===== config.mk =====
export PLATFORM = sky130hd
export DESIGN_NAME = apb_rr_sequencer
export DESIGN_NICKNAME = d
export VERILOG_FILES = /design/src/rtl/apb_rr_sequencer.sv
export SDC_FILE = /design/constraint.sdc
export NUM_CORES = 1
export LEC_CHECK = 0
export ABC_AREA = 1
export CAP_MARGIN = 10
export CORE_AREA = 5 5 106 133
export CTS_CLUSTER_DIAMETER = 200
export DETAILED_ROUTE_END_ITERATION = 10
export DIE_AREA = 0 0 111 138
export PLACE_DENSITY = 0.84
export SLEW_MARGIN = 20
export SYNTH_ARGS = -nofsm -noshare
export SYNTH_HDL_FRONTEND = slang
export SYNTH_SLANG_ARGS = --single-unit

===== constraint.sdc =====
create_clock -name pclk -period 3 [get_ports pclk]
set_input_delay 0.9 -clock pclk [delete_from_list [all_inputs] [get_ports pclk]]
set_output_delay 0.9 -clock pclk [all_outputs]
set_load 0.005 [all_outputs]

===== src/rtl/apb_rr_sequencer.sv =====
// Round-robin arbiter that shares one APB master port among NREQ requesters.
// One transfer at a time (SETUP/ACCESS), with a pready timeout. Every output is registered.
module apb_rr_sequencer #(
    parameter int NREQ    = 2,
    parameter int AW      = 32,
    parameter int DW      = 32,
    parameter int TIMEOUT = 16
) (
    input  logic                 pclk,
    input  logic                 prst_n,
    input  logic [NREQ-1:0]      req_valid,
    input  logic [NREQ-1:0]      req_write,
    input  logic [NREQ*AW-1:0]   req_addr,
    input  logic [NREQ*DW-1:0]   req_wdata,
    output logic [NREQ-1:0]      req_ready,
    output logic [NREQ-1:0]      rsp_valid,
    output logic [DW-1:0]        rsp_rdata,
    output logic                 rsp_err,
    output logic                 psel,
    output logic                 penable,
    output logic                 pwrite,
    output logic [AW-1:0]        paddr,
    output logic [DW-1:0]        pwdata,
    input  logic [DW-1:0]        prdata,
    input  logic                 pready,
    input  logic                 pslverr
);

    localparam int PW = $clog2(NREQ);

    // GRANT is the cycle in which the registered req_ready pulse is visible.
    // The response cycle is the first IDLE cycle after ACCESS, and it already arbitrates.
    localparam logic [1:0] IDLE   = 2'd0;
    localparam logic [1:0] GRANT  = 2'd1;
    localparam logic [1:0] SETUP  = 2'd2;
    localparam logic [1:0] ACCESS = 2'd3;

    logic [1:0]      state_q, state_d;
    logic [PW-1:0]   ptr_q, ptr_d;
    logic [PW-1:0]   grant_q, grant_d;
    logic [7:0]      cnt_q, cnt_d;
    logic [NREQ-1:0] req_ready_q, req_ready_d;
    logic [NREQ-1:0] rsp_valid_q, rsp_valid_d;
    logic [DW-1:0]   rsp_rdata_q, rsp_rdata_d;
    logic            rsp_err_q, rsp_err_d;
    logic            psel_q, psel_d;
    logic            penable_q, penable_d;
    logic            pwrite_q, pwrite_d;
    logic [AW-1:0]   paddr_q, paddr_d;
    logic [DW-1:0]   pwdata_q, pwdata_d;

    logic [AW-1:0]   addr_arr  [NREQ];
    logic [DW-1:0]   wdata_arr [NREQ];
    logic            found;
    logic [PW-1:0]   pick;
    logic [PW-1:0]   cand;

    for (genvar i = 0; i < NREQ; i++) begin : g_unpack
        assign addr_arr[i]  = req_addr[i*AW +: AW];
        assign wdata_arr[i] = req_wdata[i*DW +: DW];
    end

    always_comb begin
        state_d     = state_q;
        ptr_d       = ptr_q;
        grant_d     = grant_q;
        cnt_d       = cnt_q;
        req_ready_d = '0;
        rsp_valid_d = '0;
        rsp_rdata_d = '0;
        rsp_err_d   = 1'b0;
        psel_d      = psel_q;
        penable_d   = penable_q;
        pwrite_d    = pwrite_q;
        paddr_d     = paddr_q;
        pwdata_d    = pwdata_q;
        found       = 1'b0;
        pick        = '0;
        cand        = '0;

        // First valid requester at or after the rotating pointer.
        for (int k = 0; k < NREQ; k++) begin
            cand = PW'((int'(ptr_q) + k) % NREQ);
            if (!found && req_valid[cand]) begin
                found = 1'b1;
                pick  = cand;
            end
        end

        case (state_q)
            IDLE: begin
                if (found) begin
                    req_ready_d[pick] = 1'b1;
                    grant_d           = pick;
                    ptr_d             = (int'(pick) == NREQ - 1) ? '0 : pick + PW'(1);
                    pwrite_d          = req_write[pick];
                    paddr_d           = addr_arr[pick];
                    pwdata_d          = wdata_arr[pick];
                    state_d           = GRANT;
                end
            end
            GRANT: begin
                psel_d  = 1'b1;
                state_d = SETUP;
            end
            SETUP: begin
                penable_d = 1'b1;
                state_d   = ACCESS;
            end
            default: begin
                // A pready on the last permitted wait cycle still completes normally.
                if (pready || cnt_q == 8'(TIMEOUT - 1)) begin
                    psel_d               = 1'b0;
                    penable_d            = 1'b0;
                    rsp_valid_d[grant_q] = 1'b1;
                    rsp_err_d            = pslverr | ~pready;
                    rsp_rdata_d          = (pready && !pslverr && !pwrite_q) ? prdata : '0;
                    cnt_d                = '0;
                    state_d              = IDLE;
                end else begin
                    cnt_d = cnt_q + 8'd1;
                end
            end
        endcase
    end

    always_ff @(posedge pclk or negedge prst_n) begin
        if (!prst_n) begin
            state_q     <= IDLE;
            ptr_q       <= '0;
            grant_q     <= '0;
            cnt_q       <= '0;
            req_ready_q <= '0;
            rsp_valid_q <= '0;
            rsp_rdata_q <= '0;
            rsp_err_q   <= 1'b0;
            psel_q      <= 1'b0;
            penable_q   <= 1'b0;
            pwrite_q    <= 1'b0;
            paddr_q     <= '0;
            pwdata_q    <= '0;
        end else begin
            state_q     <= state_d;
            ptr_q       <= ptr_d;
            grant_q     <= grant_d;
            cnt_q       <= cnt_d;
            req_ready_q <= req_ready_d;
            rsp_valid_q <= rsp_valid_d;
            rsp_rdata_q <= rsp_rdata_d;
            rsp_err_q   <= rsp_err_d;
            psel_q      <= psel_d;
            penable_q   <= penable_d;
            pwrite_q    <= pwrite_d;
            paddr_q     <= paddr_d;
            pwdata_q    <= pwdata_d;
        end
    end

    assign req_ready = req_ready_q;
    assign rsp_valid = rsp_valid_q;
    assign rsp_rdata = rsp_rdata_q;
    assign rsp_err   = rsp_err_q;
    assign psel      = psel_q;
    assign penable   = penable_q;
    assign pwrite    = pwrite_q;
    assign paddr     = paddr_q;
    assign pwdata    = pwdata_q;

endmodule


### Word level (Yosys, flattened, before mapping)

Cells that the tools add are included.

* flip-flop bits (word level): 116
* bits of input ports: 168
* output and inout port bits: 104
* word-level logic and storage cells: 89

* $add $sub $neg: 3
* magnitude comparators: 7
* equal/unequal tests: 4
* mux-type cells: 37
* bitwise logic cells: 5
* reductions and logical operators: 20

Operators with widths (count)
* $mux 32: 9
* $mux 1: 16
* $mux 2: 6
* $add 8x1->8 const B: 1
* $eq 8x4->1 const B: 1
* $lt 1x2->1 const B: 4
* $mux 8: 1
* $reduce_and 2->1: 4
* $pmux 2 s3: 1
* $logic_and 1x1->1: 5
* $pmux 1 s2: 2
* $reduce_bool 2->1: 2
* $reduce_bool 4->1: 1
* $reduce_or 2->1: 2
* $logic_not 1->1: 3
* $not 1->1: 3
* $reduce_or 3->1: 1
* $add 1x1->1 const B: 2
* $demux 1 s1: 2
* $eq 2x1->1 const B: 1
* $eq 2x2->1 const B: 1
* $ge 1x1->1 const B: 2
* $ge 2x2->1 const B: 1
* $logic_not 2->1: 1
* 4 further kinds: 4

### Longest topological paths before layout

Gate-level depths: netlist of run 1.

* depth after elaboration: 12
* depth in mapped cells: 10
* gate-level depth less buffers: 9

### Worst setup path before layout of run 1

OpenSTA, ideal clock, no wires.

* path kind: input-to-reg
* start point: input req_valid[0]
* end point: register pwdata_q[10] (netlist: pwdata[10])
* setup time: 116 ps
* data arrival time: 1560 ps
* data required time: 2884 ps
* setup slack: 1323 ps
* cell stages on the path: 9
* buffers on the path: 1
* cells stage by stage: nand2_1 nand3_2 nand2_2 clkinv_2 nand2_2 inv_4 buf_6 nand2_1 nand2_1

* cells in the longest elaborated chain, start to end: 10

Ends and longest elaborated chain
* from (decl): RTL line 11 `input logic [NREQ-1:0] req_valid,`
* $mux 1 (implied by the code) (2 in series): RTL line 84 `if (!found && req_valid[cand]) begin`
* $mux 1: RTL line 84
* $logic_not 1->1: RTL line 84
* $logic_and 1x1->1: RTL line 84
* $mux 1: RTL line 84
* $not 1->2 (implied by the code): RTL line 98 `pwdata_d = wdata_arr[pick];`
* $mux 32 (implied by the code) (3 in series): RTL line 98
* to (signal assigned): RTL line 155 `pwdata_q <= pwdata_d;`
* to (decl): RTL line 50 `logic [DW-1:0] pwdata_q, pwdata_d;`

Several ways; a longest one is shown, not always the timed one. The select of a mux whose other input is x is not followed.
A chain may end at the register's enable or synchronous reset.

### Worst setup path after layout of run 1

* start point: register pwdata_q[6] (netlist: pwdata[6])
* end point: output pwdata[6]

RTL lines
* to (decl): RTL line 23 `output logic [DW-1:0] pwdata,`

No word-level cell between the ends.

==> key figures, run 1 <==
Status
  – Status: finished clean

Pwr
  – Pleak: approximately 4.2 nW
  – IR drop worst, VDD: between 0.5 and 0.6 mV
  – Power per cell area: 853 mW/mm2

Placed design
  – DP Area: 0.00815 mm2
  – Quantity of I/O buffers inserted on ports: roughly 270
  – GP Congestion: approximately 0.84
  – Post-DP HPWL: 12,800 um

Timing
  – Clk_skew: between 6 and 7 ps
  – Setup violations, final: 0
  – Rel. slew slack: 63.6%
  – Worst slew pin tran: 545 ps
  – Final Max Tran Viols: 0
  – Setup TNS: 0 ps
  – Setup repair after global routing missed its margin: no
  – Crit share post-route: around 75%
  – Hold Fails Final Rpt: 0
  – Max Fclk: ~0.45 GHz
  – Crit path time final: roughly 2200 ps

Drt
  – Detailed-route wire length per cell: about 17 um
  – Remaining routing DRC violations: 0
  – First DRT Iteration DRCs: 360
  – Drt first pass iters: 5
  – Via count: ~5,000
  – Final wirelength: about 17,000 um
  – Post-DR vias/cell: 4.71
  – Detail Route Antenna Nets: 0

Worst setup path
  – Startpoint Class: flip-flop
  – CP Class: flip-flop to primary output
  – R2R Path Start: state_q[0]$_DFFE_PN0P_
  – R2r setup slk: 1310 ps
  – Slowest CP cell: clkdlybuf4s50_1
  – CP arrival: 1340 ps
  – Worst-path maximum fanout: 2
  – Worst R2R Path Depth: 7
  – Critical Path RT: between 2000 and 2500 ps
  – Largest stage delay, worst path: approximately 550 ps
  – Capturing point of the worst reg2reg path: pwdata[3]$_DFFE_PN0P_
  – Worst setup EP type: primary output
  – Crit path buffers/inverters: 1
  – Crit-path leading delay family: buffers and inverters
  – CP Cell Sequence: clkdlybuf4s50_1

Cells and area
  – Proportion of layout cells with a drive suffix above 1: around 5.8%
  – Final Core Density: a little under 70%
  – P&R area growth vs syn: 63.6%
  – Multi-input gate area in the final layout: approximately 0.0019 mm2
  – Fillers: 960
  – Nets: around 1,100
  – ANT cells: 0
  – Reg area: just under 0.003 mm2
  – Commonest non-fill, non-tap cell in the layout: clkdlybuf4s50_1
  – Design area: approximately 0.0087 mm2
  – Most frequent cells in the layout: clkdlybuf4s50_1, nand2_1, dfrtp_1

Floorplanning
  – Die H: about 140 um
  – Die ar.: between 0.015 and 0.02 mm2
  – Core Region: about 0.013 mm2
  – Io pins: 272
  – Initial Util: a little over two fifths
  – Rows: 46
  – Chip width: 111 um

Yosys
  – Synthesized instance count: around 600
  – Cell taking the most area after synthesis: dfrtp_1
  – Syn_nets: 782
  – #FFs+latches synth: ~120
  – Synthesis Warnings: 0
  – Top cell type's share of synthesized area: between 50% and 60%
  – Post-synth cell types: 28
  – Syn avg cell area: 8.76 um2
  – Sequential cell area fraction in the yosys report: a little over half
  – Mapped Area: 0.00533 mm2
  – Top cells by area, synth: dfrtp_1, nand2_1, inv_1, o211ai_1, nor3b_1

CTS
  – H-tree depth: 4
  – CTS root buf: clkbuf_16
  – Post_cts resized: 0
  – CTS clk-pin slew, worst paths: 60 ps
  – Sink Count: between 100 and 150
  – Post-CTS Hold Buffers: 0
  – CTS tree: yes
  – CTS Buffer Depth: 2
  – # Post-CTS Setup Buffers: 0
  – CTS Buf Count: 17
  – Clk_lat worst skew: just over 400 ps

Global route
  – Initial antenna violation count: 1
  – First-pass GRT wire length: approximately 27,000 um
  – Gr usage total: approximately 22%
  – Grt total ovfl: 0
  – Largest net degree at the start of global routing: 75
  – Vias in the first global route: a little under 5,000

Hold path
  – Hold Path Class: input pin to asynchronous set/reset pin

Flow run
  – Max-capacitance violation count: 0
==> state kept, by name (all words and copies together), names as in the netlist <==
name and cells:
paddr 32, pwdata 32, rsp_rdata 32, cnt_q 8, req_ready 2, rsp_valid 2
state_q 2, grant_q 1, penable 1, psel 1, ptr_q 1, pwrite 1
rsp_err 1
==> metrics by stage <==
stage               setup WS, ps  hold slack [ps]  instances  power [mW]
floorplan                   1320              403        609        3.95
global placement             548              438       1026        5.45
detailed placement           507              432       1026        5.53
CTS                          742              401       1058        7.53
global route                 720              418       1058        7.94
finish                       765              399       1058        7.45
==> where the power goes <==
part	internal [mW]	leakage (nW)	switching [mW]
sequential	2.13	1.49	0.320
clock	1.19	0.265	0.760
combinational	1.61	2.42	1.44
==> cell families after synthesis <==
group	after synthesis	share of synthesized area, %
and+or+nand+nor	299	24.3
DFF	116	54.4
buffers and inverters	113	9.69
xor gates and xnor gates	4	0.657
AOI/OAI and AO/OA	72	9.76
adders and majority gates	5	1.17
==> layout make-up <==
cell class / instances / area share, %
Sequential cell: 116 / 33.3
Timing Repair Buffer: 279 / 32.2
Multi-Input combinational cell: 380 / 21.9
Clock buffer: 19 / 5.19
Inverter: 83 / 3.61
Tap cell: 168 / 2.41
Clock inverter: 13 / 1.42
==> worst max path at each step <==
stage                     cells past startpoint             startpoint                      to
after detailed placement                      8           req_valid[1]   paddr[13]$_DFFE_PN0P_
after floorplan                               9           req_valid[0]  pwdata[10]$_DFFE_PN0P_
after CTS                                     1  pwdata[6]$_DFFE_PN0P_               pwdata[6]
final                                         1  pwdata[6]$_DFFE_PN0P_               pwdata[6]
after global routing                          1  pwdata[6]$_DFFE_PN0P_               pwdata[6]
after global placement                        8           req_valid[0]   paddr[17]$_DFFE_PN0P_
==> synthesized netlist by cell type <==
library cell,n
nand2_2,2
xnor2_1,1
inv_4,1
inv_1,78
nor2_4,1
clkinv_1,1
xor2_1,3
clkbuf_1,3
nand2_4,2
o21ai_0,7
or2_2,1
nor3_1,1
nor3b_1,32
o21a_1,27
dfrtp_1,116
nand2_1,228
inv_2,2
buf_2,17
clkinv_2,1
o211ai_1,37
nand4_1,2
nor2_1,20
nand3_2,1
a21oi_1,1
buf_6,9
ha_1,5
buf_1,1
nand3_1,9
==> layer usage <==
layer | global-route usage (%) | share of wire (%)
met1 | 25.1 | 38
met2 | 40.1 | 53
met3 | 5.85 | 5.4
met4 | 9.99 | 3.5
met5 | 0 | 0.063
No activity file was read; power rests on OpenSTA's default activity.
==> run 2, diff against run 1 <==
Settings changed: CORE_AREA 5 5 106 133 to 5 5 115 145, DIE_AREA 0 0 111 138 to 0 0 120 150, PLACE_DENSITY 0.84 to 0.75.
Clock period 3 ns to 1.9 ns, I/O delays scaled along.
==> run 2 against run 1 <==
  * Count of clock-buffer cells in the layout down 1
  * Die area up 18%
  * Total power up 63%
  * Via count down 0.88%
  * Sequential cell count unchanged
  * Largest cell class is now non-clock buffers
  * Non-clock buffer count up 18
  * Critical path depth unchanged
  * Sequential share of layout area down 1.0 points
  * Utilization down 10 points
  * Clock skew down 1.3 ps
  * Global-route usage down 4.0 points
  * Hold slack worse by 330 ps
==> key figures, run 2 (synthesis gave the netlist of run 1 again) <==
Placed design
  – Post-DP HPWL: 12,900 um (+0.47%)
  – Pre-CTS setup slack: -145 ps (-652 ps)
  – Quantity of I/O buffers inserted on ports: 271 (unchanged)
  – GP Congestion: 0.807 (-3.4%)

Floorplanning
  – Rows: 51 (+11%)
  – Io pins: 272 (unchanged)
  – Die H: 150 um (+8.7%)
  – Core Region: 0.0153 mm2 (+21%)
  – Chip width: 120 um (+8.1%)
  – Die ar.: 0.0180 mm2 (+18%)
  – Initial Util: 35.0% (-7.3 points)

Global route
  – Largest net degree at the start of global routing: 65 (-13%)
  – First-pass GRT wire length: 25,900 um (-4.2%)
  – Initial antenna violation count: 0 (-1)
  – Met1 Resource Use GR: 21.2% (-3.9 points)
  – Grt peak-use layer: met2
  – Grt total ovfl: 0 (unchanged)
  – Vias in the first global route: 4,929 (-0.52%)
  – Met2 usage: 32.1% (-8.1 points)
  – Gr usage total: 18.5% (-4.0 points)
  – GRT met3 Usage: 4.16% (-1.7 points)

Timing
  – Max Fclk: ~0.54 GHz
  – Min Hold Slack: 63.5 ps (-335 ps)
  – Final worst slack: 34.4 ps (-730 ps)
  – Setup repair after global routing missed its margin: no
  – Worst slew pin tran: 354 ps (-190 ps)
  – Final Max Tran Viols: 0 (unchanged)
  – Rel. slew slack: 76.4% (+13 points)
  – Hold Fails Final Rpt: 0 (unchanged)
  – Setup violations, final: 0 (unchanged)
  – Crit path time final: ~1900 ps
  – Clk_skew: 4.78 ps (-1.30 ps)
  – Crit share post-route: 98.2%

CTS
  – CTS root buf: clkbuf_16
  – CTS clk-pin slew, worst paths: 50 ps (about the same)
  – Post-CTS Hold Buffers: 0 (unchanged)
  – Sink Count: 116 (unchanged)
  – CTS tree: yes
  – CTS Buffer Depth: 2 (unchanged)
  – H-tree depth: 4 (unchanged)
  – CTS Buf Count: 17 (unchanged)
  – Clk_lat worst skew: 410 ps (about the same)

Pwr
  – IR drop worst, VDD: 0.681 mV (+20%)
  – Combinational share of power: 41.6% (+0.7 points)
  – Power per cell area: 1350 mW/mm2 (+58%)
  – Sw Pwr: 3.99 mW (+58%)
  – Clk network pwr share: 26.9% (+0.7 points)
  – Register share of total power: 31.5% (-1.4 points)
  – Switching Share: 32.8% (-0.96 points)
  – Internal cell power: 8.15 mW (+65%)
  – Pleak: 4.41 nW (+5.9%)

Hold path
  – Hold Path Class: input pin to asynchronous set/reset pin

Drt
  – Drt first pass iters: 4 (-1)
  – First DRT Iteration DRCs: 255 (-29%)
  – Final wirelength: 17,000 um (-3.1%)
  – Detail Route Antenna Nets: 0 (unchanged)
  – Via count: 4,940 (-0.88%)
  – Remaining routing DRC violations: 0 (unchanged)
  – Detailed-route wire length per cell: 15.5 um (-6.2%)
  – Post-DR vias/cell: 4.52 (-4.1%)

Worst setup path
  – R2R Path Start: state_q[1]$_DFFE_PN0P_
  – Startpoint Class: flip-flop
  – Slowest CP cell: clkdlybuf4s50_1
  – CP Cell Sequence: clkdlybuf4s50_1
  – CP Class: flip-flop to primary output
  – Worst setup EP type: primary output
  – Crit-path leading delay family: buffers and inverters
  – Largest stage delay, worst path: 530 ps (-20 ps)
  – Worst-path maximum fanout: 2 (unchanged)
  – Crit path buffers/inverters: 1 (unchanged)
  – Critical Path RT: 1330 ps (-770 ps)
  – Worst setup path startpoint: pwdata[29]$_DFFE_PN0P_
  – CP arrival: 1300 ps (-40 ps)

Status
  – Status: finished clean

Cells and area
  – Proportion of layout cells with a drive suffix above 1: 7.60% (+1.8 points)
  – P&R area growth vs syn: 68.8%
  – Final Core Density: 59.0% (-10 points)
  – Nets: 1,068 (+1.7%)
  – Most frequent cells in the layout: clkdlybuf4s50_1, nand2_1, dfrtp_1
  – ANT cells: 0 (unchanged)
  – Fillers: 1,314 (+37%)
  – Commonest non-fill, non-tap cell in the layout: clkdlybuf4s50_1

Flow run
  – Max-capacitance violation count: 0 (unchanged)
## run 2: final timing paths
check,slack (ps),end,depth (start not counted)
hold / removal,60,paddr[17]$_DFFE_PN0P_,1
setup / recovery,30,pwdata[29],1
min in group pclk,420,rsp_valid[0]$_DFF_PN0_,1
max in group asynchronous,1280,rsp_rdata[22]$_DFF_PN0_,2
hold reg to reg,420,rsp_valid[0]$_DFF_PN0_,1
setup reg to reg,290,rsp_rdata[24]$_DFF_PN0_,4
## run 2: timing repair
item / in CTS / in global routing
setup endpoints to repair: 5 / 9
setup buffers: 0 / 1
gates resized for setup: 5 / 9
## run 2: per-layer routing
| metal | up-vias | share of wire [%] | routed length (um) |
|---|---|---|---|
| met1 | 2273 | 38 | 6510 |
| met3 | 44 | 4.6 | 783 |
| met2 | 146 | 53 | 8990 |
| met5 | - | 0 | 0 |
| li1 | 2477 | - | - |
| met4 | 0 | 4.0 | 675 |
## run 2: layout make-up
class                   instances  area (um2)  area share (%)
repair buffers                297        3030            33.7
flip-flops and latches        116        2900            32.2
multi-input cells             380        1910            21.3
clock buffers                  18         429            4.77
inverters                      83         315            3.50
well taps                     185         231            2.57
clock inverters                14         178            1.97
## run 2: metrics by stage
stage / power, mW / std cells / setup TNS [ps] / area, um2
after global routing: 13.0 / 1093 / 0 / 9000
after global placement: 8.93 / 1060 / -3490 / 8370
after detailed placement: 9.03 / 1060 / -6360 / 8370
after CTS: 12.3 / 1092 / 0 / 8970
after floorplan: 6.24 / 609 / 0 / 5330
final: 12.1 / 1093 / 0 / 9000
## run 2: worst reg2reg max path, delay by kind of cell (launching register included)
| kind | cells | cell delay, ps |
|---|---|---|
| and+or+nand+nor | 1 | 300 |
| buffers and inverters | 2 | 450 |
| adders and majority gates | 1 | 360 |
| DFF | 1 | 400 |
## run 2: power groups by stage
stage / Sequential (mW) / Combinational, mW / Clock [mW]
2_1_floorplan: 3.91 / 2.34 / 0
3_3_place_gp: 3.83 / 5.09 / 0
3_5_place_dp: 3.86 / 5.17 / 0
4_1_cts: 3.84 / 5.15 / 3.35
5_1_grt: 3.97 / 5.59 / 3.45
6_report: 3.83 / 5.05 / 3.26
==> run 3, diff against run 2 <==
--- a/constraint.sdc
+++ b/constraint.sdc
@@ -3,2 +3,2 @@
 set_output_delay 0.57 -clock pclk [all_outputs]
-set_load 0.005 [all_outputs]
+set_load 0.05 [all_outputs]
==> run 3 against run 2 <==
  * Global-route usage down 0.27 points
  * Register-to-register slack better by 30 ps
  * Non-clock buffer count down 3
  * Combinational power up 47%
  * Utilization down 2.2 points
  * Die area unchanged
  * Largest cell class is now sequential cells
  * Cell area down 3.7%
  * Clock skew up 4.6 ps
  * Largest power group unchanged
==> key figures, run 3 (synthesis gave the netlist of run 1 again) <==
Placed design
  – Quantity of I/O buffers inserted on ports: 271 (unchanged)
  – DP Area: 0.00809 mm2 (-3.4%)
  – GP Congestion: 0.807 (about the same)
  – Post-DP HPWL: 12,600 um (-1.9%)
  – Pre-CTS setup slack: -128 ps (+17.4 ps)

Global route
  – Grt total ovfl: 0 (unchanged)
  – Initial antenna violation count: 0 (unchanged)
  – Vias in the first global route: 4,940 (+0.22%)
  – First-pass GRT wire length: 25,500 um (-1.6%)
  – Gr usage total: 18.3% (-0.27 points)
  – Largest net degree at the start of global routing: 65 (unchanged)

Drt
  – Detailed-route wire length per cell: 15.2 um (-1.8%)
  – Post-DR vias/cell: 4.54 (+0.54%)
  – Drt first pass iters: 4 (unchanged)
  – Final wirelength: 16,600 um (-2.1%)
  – Remaining routing DRC violations: 0 (unchanged)
  – Via count: 4,953 (+0.26%)
  – First DRT Iteration DRCs: 284 (+11%)
  – Detail Route Antenna Nets: 0 (unchanged)

Timing
  – Crit share post-route: 84.8% (-13 points)
  – Setup repair after global routing missed its margin: no
  – Clk_skew: 9.43 ps (+4.64 ps)
  – Setup violations, final: 0 (unchanged)
  – Final Max Tran Viols: 0 (unchanged)
  – Crit path time final: 1610 ps (-255 ps)
  – Rel. slew slack: 79.5% (+3.1 points)
  – Hold Fails Final Rpt: 0 (unchanged)
  – Final worst slack: 290 ps (+255 ps)
  – Worst slew pin tran: 307 ps (-47.2 ps)
  – Max Fclk: 0.621 GHz (+16%)

Pwr
  – Register share of total power: 27.0% (-4.5 points)
  – Switching Share: 46.5% (+14 points)
  – Pleak: 4.44 nW (+0.51%)
  – Pwr Total: 14.3 mW (+18%)
  – IR drop worst, VDD: 0.748 mV (+9.9%)
  – Combinational share of power: 51.7% (+10 points)
  – Internal cell power: 7.67 mW (-6.0%)
  – Power per cell area: 1650 mW/mm2 (+22%)
  – Clk network pwr share: 21.4% (-5.5 points)
  – Sw Pwr: 6.66 mW (+67%)

Floorplanning
  – Chip width: 120 um (unchanged)
  – Die ar.: 0.0180 mm2 (unchanged)
  – Initial Util: 35.0% (unchanged)
  – Rows: 51 (unchanged)
  – Io pins: 272 (unchanged)
  – Core Region: 0.0153 mm2 (unchanged)
  – Die H: 150 um (unchanged)

Worst setup path
  – Worst setup EP type: flip-flop
  – Worst-path maximum fanout: 64 (+62)
  – CP Class: input pin to flip-flop
  – Critical Path RT: 2200 ps (+870 ps)
  – Startpoint Class: input pin
  – CP arrival: 1910 ps (+610 ps)

Status
  – Status: finished clean

Cells and area
  – Design area: 0.00867 mm2 (-3.7%)
  – Fillers: 1,377 (+4.8%)
  – Proportion of layout cells with a drive suffix above 1: 18.8% (+11 points)
  – P&R area growth vs syn: 62.6%
  – Nets: 1,065 (-0.28%)
  – ANT cells: 0 (unchanged)
  – Most frequent cells in the layout: nand2_1, clkdlybuf4s50_1, buf_4
  – Commonest non-fill, non-tap cell in the layout: nand2_1

CTS
  – CTS Buffer Depth: 2 (unchanged)
  – Sink Count: 116 (unchanged)
  – CTS tree: yes
  – CTS Buf Count: 17 (unchanged)
  – Clk_lat worst skew: 410 ps (about the same)
  – CTS root buf: clkbuf_16
  – CTS clk-pin slew, worst paths: 60 ps (about the same)
  – H-tree depth: 4 (unchanged)

Flow run
  – Max-capacitance violation count: 0 (unchanged)

Hold path
  – Hold Path Class: flip-flop to flip-flop
## run 3: changes by cell type in the layout (fill, tap and decap cells not counted), sizes merged
cell	change
dlygate4sd2	-5
inv	+3
buf	+100
clkinvlp	-3
clkbuf	-1
bufinv	-2
clkinv	+3
dlymetal6s2s	-9
clkdlybuf4s50	-90
dlygate4sd3	+1
## run 3: repair_timing
action | 4_1_cts | 5_1_grt
gates resized for setup | 0 | 0
hold buffers | 1 | 0
endpoints found under the hold margin | 9 | 0
buffers inserted | 0 | 0
## run 3: metal layers
metal / track usage, % / wire length (um) / share of wire (%)
met5: 0 / 0 / 0
met4: 9.34 / 662 / 4.0
met3: 4.54 / 737 / 4.4
met2: 31.5 / 8750 / 53
met1: 21.0 / 6450 / 39
## run 3: area by class of cell
class	count	area (um2)	area share, %
clock inverter	15	146	1.69
inverter	83	315	3.64
multi-input combinational	380	1910	22.1
timing repair buffer	294	2740	31.6
clock buffer	17	425	4.90
sequential	116	2900	33.5
tap	185	231	2.67
## run 3: worst paths after layout
check | start | end | slack (ps) | cells past startpoint
min reg2reg | grant_q$_DFFE_PN0P_ | rsp_valid[0]$_DFF_PN0_ | 420 | 1
min | grant_q$_DFFE_PN0P_ | rsp_valid[0]$_DFF_PN0_ | 420 | 1
max | req_valid[1] | pwdata[2]$_DFFE_PN0P_ | 290 | 8
max reg2reg | state_q[0]$_DFFE_PN0P_ | state_q[1]$_DFFE_PN0P_ | 320 | 7
max in group asynchronous | prst_n | rsp_rdata[28]$_DFF_PN0_ | 800 | 3
min in group asynchronous | prst_n | paddr[28]$_DFFE_PN0P_ | 550 | 2
## run 3: worst max-delay path: stages
cell	delay, ps
clkdlybuf4s50_1	540
inv_1	90
nand3_2	80
nand2_2	80
buf_12	200
nand2_1	110
o21a_1	140
nand2_1	50
## run 3: metrics by stage
stage / hold slack [ps] / TNS, ps / util, % / cells
after floorplan: 274 / 0 / - / 609
after global placement: 409 / -2550 / 53.1 / 1057
after detailed placement: 421 / -4780 / 53.1 / 1057
after CTS: 429 / 0 / 56.9 / 1090
after global routing: 446 / 0 / 56.9 / 1090
final: 422 / 0 / 56.9 / 1090
## run 3: power groups by stage
stage / clock [mW] / sequential, mW / combinational, mW
floorplan: 0 / 6.51 / 2.33
global route: 3.24 / 3.98 / 7.94
finish: 3.06 / 3.86 / 7.40
detailed placement: 0 / 3.89 / 7.48
global placement: 0 / 3.86 / 7.40
CTS: 3.15 / 3.86 / 7.49
